===== config.mk =====
export PLATFORM = sky130hd
export DESIGN_NAME = uart_rx
export DESIGN_NICKNAME = d
export VERILOG_FILES = /design/src/rtl/uart_pkg.sv /design/src/rtl/uart_sync2.sv /design/src/rtl/uart_rx.sv
export SDC_FILE = /design/constraint.sdc
export NUM_CORES = 1
export LEC_CHECK = 0
export ABC_AREA = 1
export ABC_CLOCK_PERIOD_IN_PS = 1640
export BUFFER_PORTS_ARGS = -buffer_cell sky130_fd_sc_hd__buf_2
export CAP_MARGIN = 20
export CORE_UTILIZATION = 29
export DETAILED_ROUTE_END_ITERATION = 7
export GPL_TIMING_DRIVEN = 0
export PLACE_DENSITY = 0.54
export SYNTH_ARGS = -nofsm -noshare
export SYNTH_HDL_FRONTEND = slang
export SYNTH_SLANG_ARGS = --single-unit

===== constraint.sdc =====
create_clock -name clk -period 1.64 [get_ports clk]
set_input_delay 0.328 -clock clk [delete_from_list [all_inputs] [get_ports clk]]
set_output_delay 0.328 -clock clk [all_outputs]
set_load 0.005 [all_outputs]

===== src/rtl/uart_pkg.sv =====
// Shared definitions for the UART receiver/transmitter pair.
package uart_pkg;

  localparam int unsigned DATA_BITS        = 8;
  localparam int unsigned CLKS_PER_BIT_DEF = 868;

  typedef enum logic [2:0] {
    IDLE      = 3'd0,
    START     = 3'd1,
    DATA      = 3'd2,
    STOP      = 3'd3,
    WAIT_IDLE = 3'd4
  } uart_state_e;

endpackage


===== src/rtl/uart_sync2.sv =====
// Two-flop synchronizer for an asynchronous single-bit input.
module uart_sync2 #(
  parameter logic RESET_VAL = 1'b1
) (
  input  logic clk,
  input  logic rst_n,
  input  logic d_i,
  output logic q_o
);

  logic meta_q;
  logic sync_q;

  // Capture the async input, then re-register to settle metastability.
  always_ff @(posedge clk or negedge rst_n) begin
    if (!rst_n) begin
      meta_q <= RESET_VAL;
      sync_q <= RESET_VAL;
    end else begin
      meta_q <= d_i;
      sync_q <= meta_q;
    end
  end

  assign q_o = sync_q;

endmodule


===== src/rtl/uart_rx.sv =====
// 8N1 serial receiver with mid-bit sampling and valid/ready output.
module uart_rx
  import uart_pkg::*;
#(
  parameter int unsigned CLKS_PER_BIT = CLKS_PER_BIT_DEF,
  parameter bit          MSB_FIRST    = 1'b1
) (
  input  logic       clk,
  input  logic       rst,
  input  logic       rx,
  input  logic       rx_ready,
  output logic [7:0] rx_data,
  output logic       rx_valid,
  output logic       frame_err,
  output logic       overrun,
  output logic       busy
);

  localparam int unsigned CW = (CLKS_PER_BIT > 1) ? $clog2(CLKS_PER_BIT) : 1;
  localparam logic [CW-1:0] HALF_M1 = CW'(CLKS_PER_BIT / 2 - 1);
  localparam logic [CW-1:0] FULL_M1 = CW'(CLKS_PER_BIT - 1);

  logic rx_s;

  uart_sync2 #(.RESET_VAL(1'b1)) u_sync (
    .clk   (clk),
    .rst_n (rst),
    .d_i   (rx),
    .q_o   (rx_s)
  );

  uart_state_e          state_q, state_d;
  logic [CW-1:0]        baud_q, baud_d;
  logic [2:0]           idx_q, idx_d;
  logic [DATA_BITS-1:0] shift_q, shift_d;
  logic [DATA_BITS-1:0] data_q, data_d;
  logic                 valid_q, valid_d;
  logic                 ferr_q, ferr_d;
  logic                 ovr_q, ovr_d;
  logic                 complete;

  // State, counters and output registers.
  always_ff @(posedge clk or negedge rst) begin
    if (!rst) begin
      state_q <= IDLE;
      baud_q  <= '0;
      idx_q   <= '0;
      shift_q <= '0;
      data_q  <= '0;
      valid_q <= 1'b0;
      ferr_q  <= 1'b0;
      ovr_q   <= 1'b0;
    end else begin
      state_q <= state_d;
      baud_q  <= baud_d;
      idx_q   <= idx_d;
      shift_q <= shift_d;
      data_q  <= data_d;
      valid_q <= valid_d;
      ferr_q  <= ferr_d;
      ovr_q   <= ovr_d;
    end
  end

  // Frame sequencing plus output handshake / overrun resolution.
  always_comb begin
    state_d  = state_q;
    baud_d   = baud_q;
    idx_d    = idx_q;
    shift_d  = shift_q;
    data_d   = data_q;
    valid_d  = valid_q;
    ferr_d   = 1'b0;
    ovr_d    = 1'b0;
    complete = 1'b0;

    if (valid_q && rx_ready) valid_d = 1'b0;

    case (state_q)
      IDLE: begin
        if (!rx_s) begin
          state_d = START;
          baud_d  = '0;
        end
      end
      START: begin
        if (baud_q == HALF_M1) begin
          baud_d = '0;
          idx_d  = '0;
          state_d = rx_s ? IDLE : DATA;
        end else begin
          baud_d = baud_q + CW'(1);
        end
      end
      DATA: begin
        if (baud_q == FULL_M1) begin
          baud_d = '0;
          idx_d  = idx_q + 3'd1;
          if (MSB_FIRST) shift_d = {shift_q[DATA_BITS-2:0], rx_s};
          else           shift_d = {rx_s, shift_q[DATA_BITS-1:1]};
          if (idx_q == 3'd7) state_d = STOP;
        end else begin
          baud_d = baud_q + CW'(1);
        end
      end
      STOP: begin
        if (baud_q == FULL_M1) begin
          baud_d = '0;
          if (rx_s) begin
            complete = 1'b1;
            state_d  = IDLE;
          end else begin
            ferr_d  = 1'b1;
            state_d = WAIT_IDLE;
          end
        end else begin
          baud_d = baud_q + CW'(1);
        end
      end
      WAIT_IDLE: begin
        if (rx_s) state_d = IDLE;
      end
      default: state_d = IDLE;
    endcase

    // A same-cycle transfer frees the holding register for the new byte.
    if (complete) begin
      if (!valid_q || rx_ready) begin
        data_d  = shift_q;
        valid_d = 1'b1;
      end else begin
        ovr_d = 1'b1;
      end
    end
  end

  assign rx_data   = data_q;
  assign rx_valid  = valid_q;
  assign frame_err = ferr_q;
  assign overrun   = ovr_q;
  assign busy      = (state_q != IDLE);

endmodule


### Word level (Yosys, flattened, before mapping)

Cells that the tools add are included.
Widths: inputs -> output; s select.

| storage, ports and cells | value |
|---|---|
| register bits | 37 |
| input port bits | 4 |
| output and inout port bits | 12 |
| word-level logic and storage cells | 65 |

| operators by class | value |
|---|---|
| $add $sub $neg | 2 |
| equality and inequality tests | 13 |
| muxes and demuxes | 27 |
| reduce and logical (&&, ||, !) cells | 13 |

Operators with widths:

| kind | number |
|---|---|
| $mux 10 | 3 |
| $pmux 10 s3 | 1 |
| $mux 3 | 9 |
| $pmux 3 s5 | 1 |
| $mux 1 | 11 |
| $add 10x1->10 const B | 1 |
| $eq 10x10->1 const B | 1 |
| $eq 10x9->1 const B | 1 |
| $ne 2x2->1 const B | 5 |
| $eq 3x2->1 const B | 2 |
| $eq 3x3->1 const B | 2 |
| $pmux 3 s2 | 1 |
| $reduce_and 2->1 | 3 |
| $reduce_and 6->1 | 1 |
| $reduce_bool 3->1 | 2 |
| $add 3x1->3 const B | 1 |
| $eq 3x1->1 const B | 1 |
| $logic_not 3->1 | 1 |
| $reduce_and 3->1 | 1 |
| $mux 2 | 1 |
| $ne 2x1->1 const B | 1 |
| $reduce_bool 2->1 | 1 |
| $reduce_or 2->1 | 1 |
| $logic_and 1x1->1 | 1 |
| other kinds (2) | 2 |

### Longest topological paths before layout

| depth | value |
|---|---|
| depth after elaboration | 4 |
| depth in mapped cells | 10 |
| mapped depth without buffers | 10 |

### Modules after synthesis

From an unflattened synthesis, not the netlist that was laid out.

| unflattened totals | value |
|---|---|
| cell total of the unflattened synthesis | 247 |
| area, all modules | 1893.1 µm² |

By module, submodules not included:

| module | times used | cells each | area each (µm²) | sequential area each (µm²) |
|---|---|---|---|---|
| uart_rx | 1 | 245 | 1840.5 | 875.8 |
| uart_sync2 | 1 | 2 | 52.6 | 52.6 |

### Worst setup path before layout

Ideal clock, no wire load.

| path | value |
|---|---|
| path kind | register to register |
| start point | register baud_q[0] |
| end point | register data_q[0] (netlist: rx_data[0]) |
| library setup time | 0.118 ns |
| arrival time | 1.295 ns |
| data required time | 1.522 ns |
| path slack | 0.227 ns |
| cell stages (with the launch flop) | 10 |
| buffers on the path | 1 |
| period minus slack after synthesis | 1.413 ns |
| path through | dfrtp_1 ha_1 inv_2 nor2_8 nand3_4 nor2_8 nand3_4 buf_6 nand2_2 o21ai_2 |

| on the way | value |
|---|---|
| word-level cells in the longest chain between the ends | 4 |

RTL lines:

| item | line | source |
|---|---|---|
| from (decl) | uart_rx.sv:33 | `logic [CW-1:0] baud_q, baud_d;` |
| from (signal assigned) | uart_rx.sv:55 | `baud_q <= baud_d;` |
| $eq 10x10->1 | uart_rx.sv:107 | `if (baud_q == FULL_M1) begin` |
| $mux 1 | uart_rx.sv:107 |  |
| $mux 1 | uart_rx.sv:79 | `case (state_q)` |
| $reduce_and 2->1 (no line) | - |  |
| to (signal assigned) | uart_rx.sv:58 | `data_q <= data_d;` |
| to (decl) | uart_rx.sv:36 | `logic [DATA_BITS-1:0] data_q, data_d;` |

No other way between the ends.
A chain may end at the register's enable or synchronous reset.

### Worst setup path in the final report

Ends and elaborated chain as after synthesis.

==> impl_results.md <==
* Count of TritonRoute iterations in the first routing pass at 6
* RePlAce Congestion at 0.848
* Vias per std cell at 4.38
* Worst-case setup margin in the final layout at 0.0726 ns
* Worst Reg2Reg Path Length in Cells at 9
* Start of the worst register-to-register path: baud_q[0]
* Net count, final at 259
* Total gr overflow at 0
* Skew final at about 0.014 ns
* Kind of cell adding the most delay to the critical path: simple AND/OR/NAND/NOR gates
* RSZ-0062 raised after global routing: yes
* Cell at the root of the clock tree: sky130_fd_sc_hd__clkbuf_8
* Violations in the final reports: DRC
* Port bufs at 15
* Pin count of the biggest net entering global routing at 38
* Net Count, Synth at approximately 230
* Clock Path Buffers at 2
* Reg2reg setup slack at 0.07 ns
* ANT nets after route at 0
* Critical path capture point: rx_data[0]
* Number of remaining DRC errors at 4
* Final period demand of the worst path at 1.57 ns
* Area fraction of the dominant cell type after synthesis at 0.448
* Clock network latency to the later pin of the worst-skew pair at 0.30 ns
* Required time worst endpoint at 1.82 ns
* Number of antenna violations at the first check in global routing at 0
* Total of flip-flops plus latches after synthesis at 37
* WL/cell at 10.8 um
* Post-CTS Hold Buffers at 0
* Outcome: finished with violations
* Area of the die at 7070 um2
* Reported max-cap violation count at 0
* Number of warnings printed during yosys synthesis at 0
* Commonest cells in the synthesized netlist: sky130_fd_sc_hd__nand2_1 (64), sky130_fd_sc_hd__dfrtp_1 (35), sky130_fd_sc_hd__nor2_1 (24)
* Post-route total power at 1.77 mW
* Met3 layer wire length in the routed design at 98 um
* Netlist area before placement at 1950 um2
* Worst Path Class, Setup: reg -> reg
* Upper clock frequency limit at 638 MHz
* R2R Path End: rx_data[0]
* Starting density of the core at 0.304
* Cell count along the critical path at 9
* Mean post-synth cell area at 8.76 um2
* Highest cell delay on the worst timing path at 0.42 ns
* DP Wirelength at about 2500 um
* Tightest Pin Transition at between 0.8 and 0.9 ns
* Leakage power at ~1.1 nW
* Top Layer Used: met4
* Core region area at 6420 um2
* Worst Setup End Kind: flip-flop
* Power per unit of standard cell area at 757 nW/um2
* Arrival time at the worst endpoint at 1.75 ns
* Die extent in x at 84.1 um
* Share of final-layout standard cells stronger than drive strength 1 at 0.341
* Clock slew seen by the registers of the worst setup and hold paths at 0.08 ns
* Num Clock Sinks at 37
* Y dimension of the die at between 80 and 90 um
* Number of clock buffers inserted by TritonCTS at 5
* Library cell with the highest instance count after synthesis: sky130_fd_sc_hd__nand2_1
* Level count of the clock H-tree at 2
* Final Hold Violating Endpoints at 0
* Setup-failing EPs final at 0
* Routed wire length at 3560 um
* Setup Slack @ Placement at 0.0912 ns
* TritonCTS clock tree: done
* Fraction of registers with async set or reset after synthesis at 1.00
* Post-synth EDFFs at 0
* Critical path's slowest cell: sky130_fd_sc_hd__dfrtp_2
* Final worst-path cycle share at 0.956
* Sequence of cells on the critical path: ha_2 -> inv_2 -> nor2_8 -> nand3_4 -> nor2_8 -> nand3_4 -> buf_8 -> nand2_2 -> o21ai_2
* Synthesized instance count at ~220
* Total global routing track utilization at 0.113
* Main flop type after synthesis: sky130_fd_sc_hd__dfrtp_1
* Antenna cell count at 0
* Number of top-level design ports at 16
* Routed met2 length at 1510 um
* Sequential-to-total area share from yosys stat at 0.475
* Pins Over Slew Limit at 0
* Dominant cell type by area after synthesis: sky130_fd_sc_hd__dfrtp_1
* Total buffers and inverters traversed by the critical path at 2
* Iteration-0 DRC count of the detailed router at 63
* Max FO, Critical Path at 10
* Path category of the worst min-delay check: in -> async
* Biggest area contributors in the synthesized netlist: sky130_fd_sc_hd__dfrtp_1 (45%), sky130_fd_sc_hd__nand2_1 (12%), sky130_fd_sc_hd__o21ai_2 (7.6%)
* Count of distinct cell types in the synthesized netlist at 28
* Area added between synthesis and finish at 19.7%
* Vias in the first global route at 1344
* Critical Path Source Type: flip-flop
* Max-slew headroom at 0.449
* Maximum ir drop on the vdd rail at roughly 0.31 mV
* Met1 layer wirelength in the final routing at 1880 um
* Global-route wire length before repair at 6330 um
* Number of vias in the routed layout at 1441
* # rows at 29
* Share of the core filled with cells in the final layout at 0.364
* Start point of the critical path: baud_q[0]
-- power by group --
| group | switching [mW] | internal (mW) |
|---|---|---|
| Sequential | 0.00266 | 0.916 |
| Clock | 0.333 | 0.494 |
| Combinational | 0.0206 | 0.00352 |
-- state kept, by name (all words and copies together), names as in the netlist --
register and count:
baud_q 10, rx_data 8, shift_q 8, idx_q 3, state_q 3, frame_err 1, overrun 1, rx_valid 1
u_sync.meta_q 1, u_sync.q_o 1
-- worst min path at each step --
stage,startpoint,endpoint,slack [ns]
2_1_floorplan,rst,baud_q[0],0.03
3_3_place_gp,u_sync.meta_q,u_sync.q_o,0.35
3_5_place_dp,u_sync.meta_q,u_sync.q_o,0.35
4_1_cts,rx,u_sync.meta_q,0.12
5_1_grt,rx,u_sync.meta_q,0.12
6_report,rst,rx_data[7],0.12
-- cells by family after synthesis --
logic type / Yosys count / synth area share
compound gates: 24 / 0.0992
fa+ha+maj: 4 / 0.0256
simple gates: 120 / 0.303
xor+xnor: 4 / 0.0179
flops: 37 / 0.475
buf+inv: 34 / 0.0794
-- placed cells by master, fill, tap and decap left out, types with 2 or more instances in the layout --
master,synthesis,layout
sky130_fd_sc_hd__buf_2,0,15
sky130_fd_sc_hd__buf_4,0,6
sky130_fd_sc_hd__buf_6,3,2
sky130_fd_sc_hd__clkbuf_8,0,6
sky130_fd_sc_hd__dfrtp_1,35,34
sky130_fd_sc_hd__dfstp_2,2,2
sky130_fd_sc_hd__ha_1,4,2
sky130_fd_sc_hd__inv_1,22,21
sky130_fd_sc_hd__inv_2,7,8
sky130_fd_sc_hd__nand2_1,64,63
sky130_fd_sc_hd__nand2_2,6,7
sky130_fd_sc_hd__nand3_1,8,8
sky130_fd_sc_hd__nand3_4,2,2
sky130_fd_sc_hd__nand4_1,2,2
sky130_fd_sc_hd__nor2_1,24,22
sky130_fd_sc_hd__nor2_2,4,5
sky130_fd_sc_hd__nor2_4,3,4
sky130_fd_sc_hd__nor2_8,2,2
sky130_fd_sc_hd__nor3_1,2,2
sky130_fd_sc_hd__o21ai_1,3,3
sky130_fd_sc_hd__o21ai_2,17,16
sky130_fd_sc_hd__o21bai_1,2,2
sky130_fd_sc_hd__xor2_1,3,3
-- worst register-to-register path, cell delays in order, from the launching register on --
cell                      delay, ns
sky130_fd_sc_hd__dfrtp_2       0.42
sky130_fd_sc_hd__ha_2          0.20
sky130_fd_sc_hd__inv_2         0.07
sky130_fd_sc_hd__nor2_8        0.10
sky130_fd_sc_hd__nand3_4       0.09
sky130_fd_sc_hd__nor2_8        0.15
sky130_fd_sc_hd__nand3_4       0.14
sky130_fd_sc_hd__buf_8         0.18
sky130_fd_sc_hd__nand2_2       0.06
sky130_fd_sc_hd__o21ai_2       0.04
-- cell type report --
| cell class | count | area (um2) |
|---|---|---|
| flip-flops and latches | 37 | 930 |
| inverters | 31 | 121 |
| fillers | 661 | 4080 |
| multi-input cells | 152 | 915 |
| clock buffers | 6 | 82.6 |
| repair buffers | 21 | 120 |
| well taps | 77 | 96.3 |
| plain buffers | 3 | 37.5 |
| clock inverters | 2 | 37.5 |
-- layer usage --
| layer | track usage | up-vias |
|---|---|---|
| met2 | 0.167 | 15 |
| li1 | - | 746 |
| met1 | 0.158 | 672 |
| met5 | 0 | - |
| met4 | 0.0517 | 0 |
| met3 | 0.0237 | 8 |
-- per-stage QoR --
| stage | hold slack [ns] | area (um2) | instances | TNS (ns) |
|---|---|---|---|---|
| 2_1_floorplan | 0.0324 | 1950 | 223 | 0 |
| 3_3_place_gp | 0.347 | 2130 | 315 | 0 |
| 3_5_place_dp | 0.348 | 2130 | 315 | 0 |
| 4_1_cts | 0.124 | 2250 | 323 | 0 |
| 5_1_grt | 0.120 | 2340 | 329 | -0.257 |
| 6_report | 0.116 | 2340 | 329 | 0 |
-- timing repair --
| action | 4_1_cts | 5_1_grt |
|---|---|---|
| hold endpoints to repair | 0 | 0 |
| gates resized for setup | 0 | 12 |
| endpoints found under the setup margin | 0 | 16 |
| buffers inserted | 0 | 6 |
(Power assumes the default switching activity.)
